<file path="config.mk">
export PLATFORM = sky130hd
export DESIGN_NAME = yuv_to_rgb_converter
export DESIGN_NICKNAME = d
export VERILOG_FILES = /design/src/rtl/yuv_to_rgb_converter.sv
export SDC_FILE = /design/constraint.sdc
export NUM_CORES = 1
export LEC_CHECK = 0
export CORE_MARGIN = 10
export CORE_UTILIZATION = 40
export CTS_BUF_LIST = sky130_fd_sc_hd__clkbuf_4 sky130_fd_sc_hd__clkbuf_8
export DETAILED_ROUTE_END_ITERATION = 10
export GPL_TIMING_DRIVEN = 0
export SYNTH_ARGS = -nofsm -noshare
export SYNTH_HDL_FRONTEND = slang
export SYNTH_SLANG_ARGS = --single-unit
export TNS_END_PERCENT = 50
</file>
<file path="constraint.sdc">
create_clock -name Clock -period 11.35 [get_ports Clock]
set_input_delay 3.405 -clock Clock [delete_from_list [all_inputs] [get_ports Clock]]
set_output_delay 3.405 -clock Clock [all_outputs]
set_load 0.03 [all_outputs]
</file>
<file path="src/rtl/yuv_to_rgb_converter.sv">
// Frame colour-space stage: reads 4:2:2 YUV groups from SRAM, converts four pixels
// per group to 8-bit RGB and writes six packed RGB words back.
module yuv_to_rgb_converter #(
  parameter logic [17:0] Y_BASE     = 18'd0,
  parameter logic [17:0] U_BASE     = 18'd38400,
  parameter logic [17:0] V_BASE     = 18'd57600,
  parameter logic [17:0] RGB_BASE   = 18'd146944,
  parameter logic [14:0] NUM_GROUPS = 15'd19200,
  parameter int          RD_LAT     = 2
) (
  input  logic        Clock,
  input  logic        Resetn,
  input  logic        Enable,
  output logic [17:0] SRAM_address,
  input  logic [15:0] SRAM_read_data,
  output logic [15:0] SRAM_write_data,
  output logic        SRAM_we_n,
  output logic        Done
);
  localparam logic [4:0] S_IDLE  = 5'd0,  S_RD0   = 5'd1,  S_RD1   = 5'd2,  S_RD2   = 5'd3,
                         S_RD3   = 5'd4,  S_WAIT  = 5'd5,  S_CALC0 = 5'd6,  S_CALC1 = 5'd7,
                         S_CALC2 = 5'd8,  S_CALC3 = 5'd9,  S_WR0   = 5'd10, S_WR1   = 5'd11,
                         S_WR2   = 5'd12, S_WR3   = 5'd13, S_WR4   = 5'd14, S_WR5   = 5'd15,
                         S_DONE  = 5'd16;

  logic [4:0]  state_q, state_d;
  logic [14:0] grp_q, grp_d;
  logic [17:0] addr_q, addr_d;
  logic [15:0] wdata_q, wdata_d;
  logic        we_n_q, we_n_d, done_q, done_d, armed_q, armed_d;
  logic [3:0]  wcnt_q, wcnt_d;
  logic [15:0] y01_q, y23_q, u_q, v_q;
  logic [3:0][7:0] r_q, gn_q, b_q;
  logic [RD_LAT-1:0][2:0] rd_vld_pipe;

  logic [17:0] g18;
  logic [1:0]  pk;
  logic [2:0]  wi, tag_out;
  logic [7:0]  yk, uk, vk;
  logic [23:0] rgb_k;
  logic [5:0][15:0] words;
  logic        is_rd, is_calc;

  function automatic logic [7:0] clip8(input logic signed [31:0] x);
    if (x < 0)                return 8'd0;
    else if (x >= 32'sd16777216) return 8'd255;
    else                      return x[23:16];
  endfunction

  function automatic logic [23:0] csc(input logic [7:0] y, input logic [7:0] u, input logic [7:0] v);
    logic signed [31:0] ys, us, vs;
    ys = $signed({24'd0, y}) - 32'sd16;
    us = $signed({24'd0, u}) - 32'sd128;
    vs = $signed({24'd0, v}) - 32'sd128;
    return {clip8(32'sd76284 * ys + 32'sd104595 * vs),
            clip8(32'sd76284 * ys - 32'sd25624 * us - 32'sd53281 * vs),
            clip8(32'sd76284 * ys + 32'sd132251 * us)};
  endfunction

  assign g18     = {3'd0, grp_q};
  assign is_rd   = (state_q >= S_RD0) && (state_q <= S_RD3);
  assign is_calc = (state_q >= S_CALC0) && (state_q <= S_CALC3);
  assign pk      = 2'(state_q - S_CALC0);
  assign wi      = 3'(state_q - S_WR0);
  assign tag_out = rd_vld_pipe[RD_LAT-1];

  // Pixels 0,1 share the high chroma byte, pixels 2,3 the low one.
  always_comb begin
    case (pk)
      2'd0:    yk = y01_q[15:8];
      2'd1:    yk = y01_q[7:0];
      2'd2:    yk = y23_q[15:8];
      default: yk = y23_q[7:0];
    endcase
    uk = pk[1] ? u_q[7:0] : u_q[15:8];
    vk = pk[1] ? v_q[7:0] : v_q[15:8];
  end
  assign rgb_k = csc(yk, uk, vk);

  assign words[0] = {r_q[0],  gn_q[0]};
  assign words[1] = {b_q[0],  r_q[1]};
  assign words[2] = {gn_q[1], b_q[1]};
  assign words[3] = {r_q[2],  gn_q[2]};
  assign words[4] = {b_q[2],  r_q[3]};
  assign words[5] = {gn_q[3], b_q[3]};

  // Outputs are registered, so each state loads the values the next state presents.
  always_comb begin
    state_d = state_q;
    grp_d   = grp_q;
    addr_d  = addr_q;
    wdata_d = wdata_q;
    we_n_d  = 1'b1;
    done_d  = 1'b0;
    wcnt_d  = wcnt_q;
    armed_d = armed_q | ~Enable;
    if (!Enable) begin
      state_d = S_IDLE;
      grp_d   = '0;
    end else begin
      case (state_q)
        S_IDLE: if (armed_q) begin
          state_d = S_RD0;
          grp_d   = '0;
          addr_d  = Y_BASE;
          armed_d = 1'b0;
        end
        S_RD0: begin state_d = S_RD1; addr_d = Y_BASE + {g18[16:0], 1'b0} + 18'd1; end
        S_RD1: begin state_d = S_RD2; addr_d = U_BASE + g18; end
        S_RD2: begin state_d = S_RD3; addr_d = V_BASE + g18; end
        S_RD3: begin state_d = S_WAIT; wcnt_d = '0; end
        S_WAIT: begin
          if (wcnt_q == 4'(RD_LAT - 1)) state_d = S_CALC0;
          else                          wcnt_d  = wcnt_q + 4'd1;
        end
        S_CALC0, S_CALC1, S_CALC2: state_d = state_q + 5'd1;
        S_CALC3: begin
          state_d = S_WR0;
          we_n_d  = 1'b0;
          addr_d  = RGB_BASE + g18 * 18'd6;
          wdata_d = words[0];
        end
        S_WR0, S_WR1, S_WR2, S_WR3, S_WR4: begin
          state_d = state_q + 5'd1;
          we_n_d  = 1'b0;
          addr_d  = addr_q + 18'd1;
          wdata_d = words[wi + 3'd1];
        end
        S_WR5: begin
          if (grp_q == NUM_GROUPS - 15'd1) begin
            state_d = S_DONE;
            done_d  = 1'b1;
          end else begin
            state_d = S_RD0;
            grp_d   = grp_q + 15'd1;
            addr_d  = Y_BASE + {g18[16:0] + 17'd1, 1'b0};
          end
        end
        default: state_d = S_IDLE;
      endcase
    end
  end

  always_ff @(posedge Clock or negedge Resetn) begin
    if (!Resetn) begin
      state_q     <= S_IDLE;
      grp_q       <= '0;
      addr_q      <= '0;
      wdata_q     <= '0;
      we_n_q      <= 1'b1;
      done_q      <= 1'b0;
      armed_q     <= 1'b1;
      wcnt_q      <= '0;
      y01_q       <= '0;
      y23_q       <= '0;
      u_q         <= '0;
      v_q         <= '0;
      r_q         <= '0;
      gn_q        <= '0;
      b_q         <= '0;
      rd_vld_pipe <= '0;
    end else begin
      state_q <= state_d;
      grp_q   <= grp_d;
      addr_q  <= addr_d;
      wdata_q <= wdata_d;
      we_n_q  <= we_n_d;
      done_q  <= done_d;
      armed_q <= armed_d;
      wcnt_q  <= wcnt_d;
      // Tag each read with its word index; it surfaces when the data arrives.
      for (int i = RD_LAT - 1; i > 0; i--) rd_vld_pipe[i] <= rd_vld_pipe[i-1];
      rd_vld_pipe[0] <= {is_rd, 2'(state_q - S_RD0)};
      if (tag_out[2]) begin
        case (tag_out[1:0])
          2'd0:    y01_q <= SRAM_read_data;
          2'd1:    y23_q <= SRAM_read_data;
          2'd2:    u_q   <= SRAM_read_data;
          default: v_q   <= SRAM_read_data;
        endcase
      end
      if (is_calc) begin
        r_q[pk]  <= rgb_k[23:16];
        gn_q[pk] <= rgb_k[15:8];
        b_q[pk]  <= rgb_k[7:0];
      end
    end
  end

  assign SRAM_address    = addr_q;
  assign SRAM_write_data = wdata_q;
  assign SRAM_we_n       = we_n_q;
  assign Done            = done_q;
endmodule

</file>
==> metrics.log <==
INFO  metric worst_slew_margin_rel = 13.8%
INFO  metric detail-route-antenna-nets = 0
INFO  metric cts.path.max_buffers = 3
INFO  metric synthDistinctLibCells = 90
INFO  metric core_area = 63300 um^2
INFO  metric y_dimension_of_the_die = 274 um
INFO  metric highest_count_cells_in_the_layout_ignoring_fill_and_taps = 441 x sky130_fd_sc_hd__ha_1, 402 x sky130_fd_sc_hd__inv_1, 223 x sky130_fd_sc_hd__dfrtp_1
INFO  metric layout_commonest_cell = sky130_fd_sc_hd__ha_1
INFO  metric die-width = 274 um
INFO  metric grt_usage = 19.2%
INFO  metric clock_tree_from_tritoncts = done
INFO  metric dpl_hpwl = 59000 um
INFO  metric final.fill_count = 6121
INFO  metric drt-initial-drc-count = 1340
INFO  metric synth_largest_area_cell = sky130_fd_sc_hd__dfrtp_1
INFO  metric cts_max_level = 2
INFO  metric postSynthCellCount = 2685
INFO  metric timing.max_cap.violations = 0
INFO  metric port_buffers = 53
INFO  metric hold_class = reg -> reg
INFO  metric worstPathArrival = 11.38 ns
INFO  metric pre_cts_ws = -2.79 ns
INFO  metric routabilityCongestion = 0.914
INFO  metric drc = 0
INFO  metric clock_root_buffer = sky130_fd_sc_hd__clkbuf_8
INFO  metric io_pins = 55
INFO  metric crit_family = adder cells
INFO  metric critical-path-top-cell-by-count = sky130_fd_sc_hd__ha_1
INFO  metric setup.worst_path.class = reg -> reg
INFO  metric crit_buf_inv = 10
INFO  metric final-setup-viol-count = 0
INFO  metric period_share = 95.9%
INFO  metric grt_first_pass_wirelength = 115000 um
INFO  metric critPathRequiredTime = 11.85 ns
INFO  metric synth-seq-area-share = 22.1%
INFO  metric timing.final.max_slew_violations = 0
INFO  metric antennaDiodeCount = 0
INFO  metric postSynthAreaPerCell = 9.57 um^2
INFO  metric crit_path_max_fanout = 19
INFO  metric async_flop_share = 100%
INFO  metric first_global_vias = 20300
INFO  metric finish.net_count = 3430
INFO  metric cts.clk_slew.worst_paths = 0.06 ns
INFO  metric drive_above_1_share = 10.6%
INFO  metric placementRows = 92
INFO  metric synthesis.nets = 3313
INFO  metric mappedNetlistArea = 25700 um^2
INFO  metric timing.fmax = 0.0919 GHz
INFO  metric run_status = finished, final reports clean
INFO  metric grt_start_max_net_pins = 103
INFO  metric routed_wirelength = 72400 um
INFO  metric clock_skews = 0.0373 ns
INFO  metric drt_first_pass_iters = 6
INFO  metric clock_sink_count = 227
INFO  metric post_detailed_route_via_to_cell_ratio = 5.50
INFO  metric post-synth-top-area-fraction = 21.9%
INFO  metric cts-buffers-inserted = 42
INFO  metric initial_utilization = 40.6%
INFO  metric ys.flop_type = sky130_fd_sc_hd__dfrtp_1
INFO  metric critical_path_startpoint_category = flop
INFO  metric worst_pin_slew = 1.29 ns
INFO  metric vias = 20200
INFO  metric ys_top_cells_by_area = sky130_fd_sc_hd__dfrtp_1 22%, sky130_fd_sc_hd__ha_1 22%, sky130_fd_sc_hd__fa_1 13%
INFO  metric synth-edff-count = 0
INFO  metric yosys_register_bits = 227
INFO  metric cts_hold_buf = 0
INFO  metric endpoint_kind_of_the_worst_setup_timing_path = flop
INFO  metric flow.area_growth_from_synthesis = 11.7%
INFO  metric insertion_delay = 0.61 ns
INFO  metric critPathSlowestCell = sky130_fd_sc_hd__fa_1
INFO  metric overflow_left_after_global_routing = 0
INFO  metric yosysWarnings = 0
INFO  metric layout_setup_ws = 0.471 ns
INFO  metric die_area = 74800 um^2
INFO  metric fin_crit = 10.88 ns
INFO  metric final-hold-violation-count = 0
INFO  metric route.detailed.wl_per_inst = 19.7 um
INFO  metric antenna_violations_before_repair = 0
INFO  metric critical-path-max-stage-delay = 0.53 ns
==> worst reg2reg max path, delay by kind of cell (launching register included) <==
kind / cells / cell delay (ns)
AO/OA/AOI/OAI: 13 / 2.99
XOR/XNOR: 2 / 0.26
adder cells (fa/ha/maj): 12 / 4.61
buffers and inverters: 10 / 1.43
flip-flops: 1 / 0.46
AND/OR/NAND/NOR: 5 / 1.04
==> worst paths after layout <==
check | slack (ns) | startpoint | cells past startpoint | to
setup / recovery | 0.47 | state_q[0] | 42 | gn_q[16]
hold / removal | 0.35 | rd_vld_pipe[2] | 0 | tag_out[2]
setup reg to reg | 0.47 | state_q[0] | 42 | gn_q[16]
hold reg to reg | 0.35 | rd_vld_pipe[2] | 0 | tag_out[2]
max in group asynchronous | 7.32 | Resetn | 3 | state_q[1]
min in group asynchronous | 2.72 | Resetn | 1 | gn_q[5]
==> metrics by stage <==
stage               area [um^2]  util (%)  hold WS [ns]  instances   TNS, ns
finish                    28700      45.3         0.349       3677         0
global route              28700      45.3         0.366       3677  -0.00905
CTS                       28500      45.0         0.349       3666         0
detailed placement        27400      43.3         0.348       3588   -208.19
global placement          27300      43.1         0.340       3584   -811.06
floorplan                 25700         -         0.331       2685         0
==> logic make-up after synthesis <==
group           after synthesis  synth area share (%)
fa+ha+maj                   609                  34.5
compound gates              563                  15.0
simple gates                525                  9.60
buf+inv                     488                  7.42
flops                       227                  22.1
mux                         156                  7.35
xor+xnor                    117                  3.99
==> per-layer routing <==
layer,up-vias,share of wire (%),GRT usage [%]
li1,9613,-,-
met1,10000,47,26.5
met2,495,47,31.5
met3,79,4.8,2.46
met4,0,2.1,4.74
met5,-,0,0
==> flip-flops by register name, indices dropped and copies added (netlist names), 4 cells and up <==
signal	cells
r_q	32
state_q	5
b_q	32
y23_q	16
v_q	16
SRAM_write_data	16
grp_q	15
y01_q	16
gn_q	32
u_q	16
SRAM_address	18
wcnt_q	4
==> layout make-up <==
class	instances	area, um^2	area share (%)
inverters	407	1530	5.32
plain buffers	78	418	1.46
clock inverters	8	87.6	0.305
multi-input cells	1970	18400	64.0
repair buffers	76	763	2.66
flip-flops and latches	227	5690	19.8
well taps	846	1060	3.69
clock buffers	65	807	2.81
==> Yosys cell counts (46+ instances only) <==
cell,instances
sky130_fd_sc_hd__xor2_1,46
sky130_fd_sc_hd__mux2_2,101
sky130_fd_sc_hd__dfrtp_1,225
sky130_fd_sc_hd__clkbuf_1,58
sky130_fd_sc_hd__ha_1,443
sky130_fd_sc_hd__a21oi_1,149
sky130_fd_sc_hd__inv_1,403
sky130_fd_sc_hd__fa_1,166
sky130_fd_sc_hd__nor2_1,146
sky130_fd_sc_hd__nand2_1,161
sky130_fd_sc_hd__o21ai_0,114
sky130_fd_sc_hd__xnor2_1,71
==> repair_timing <==
item                       CTS  global route
gates resized for setup     46            25
pin swaps                    3             7
setup endpoints to repair   96            96
buffers inserted             6            13
Power is not shown: default switching activity piles up to over one toggle a cycle in this logic, so the estimate is an artifact.
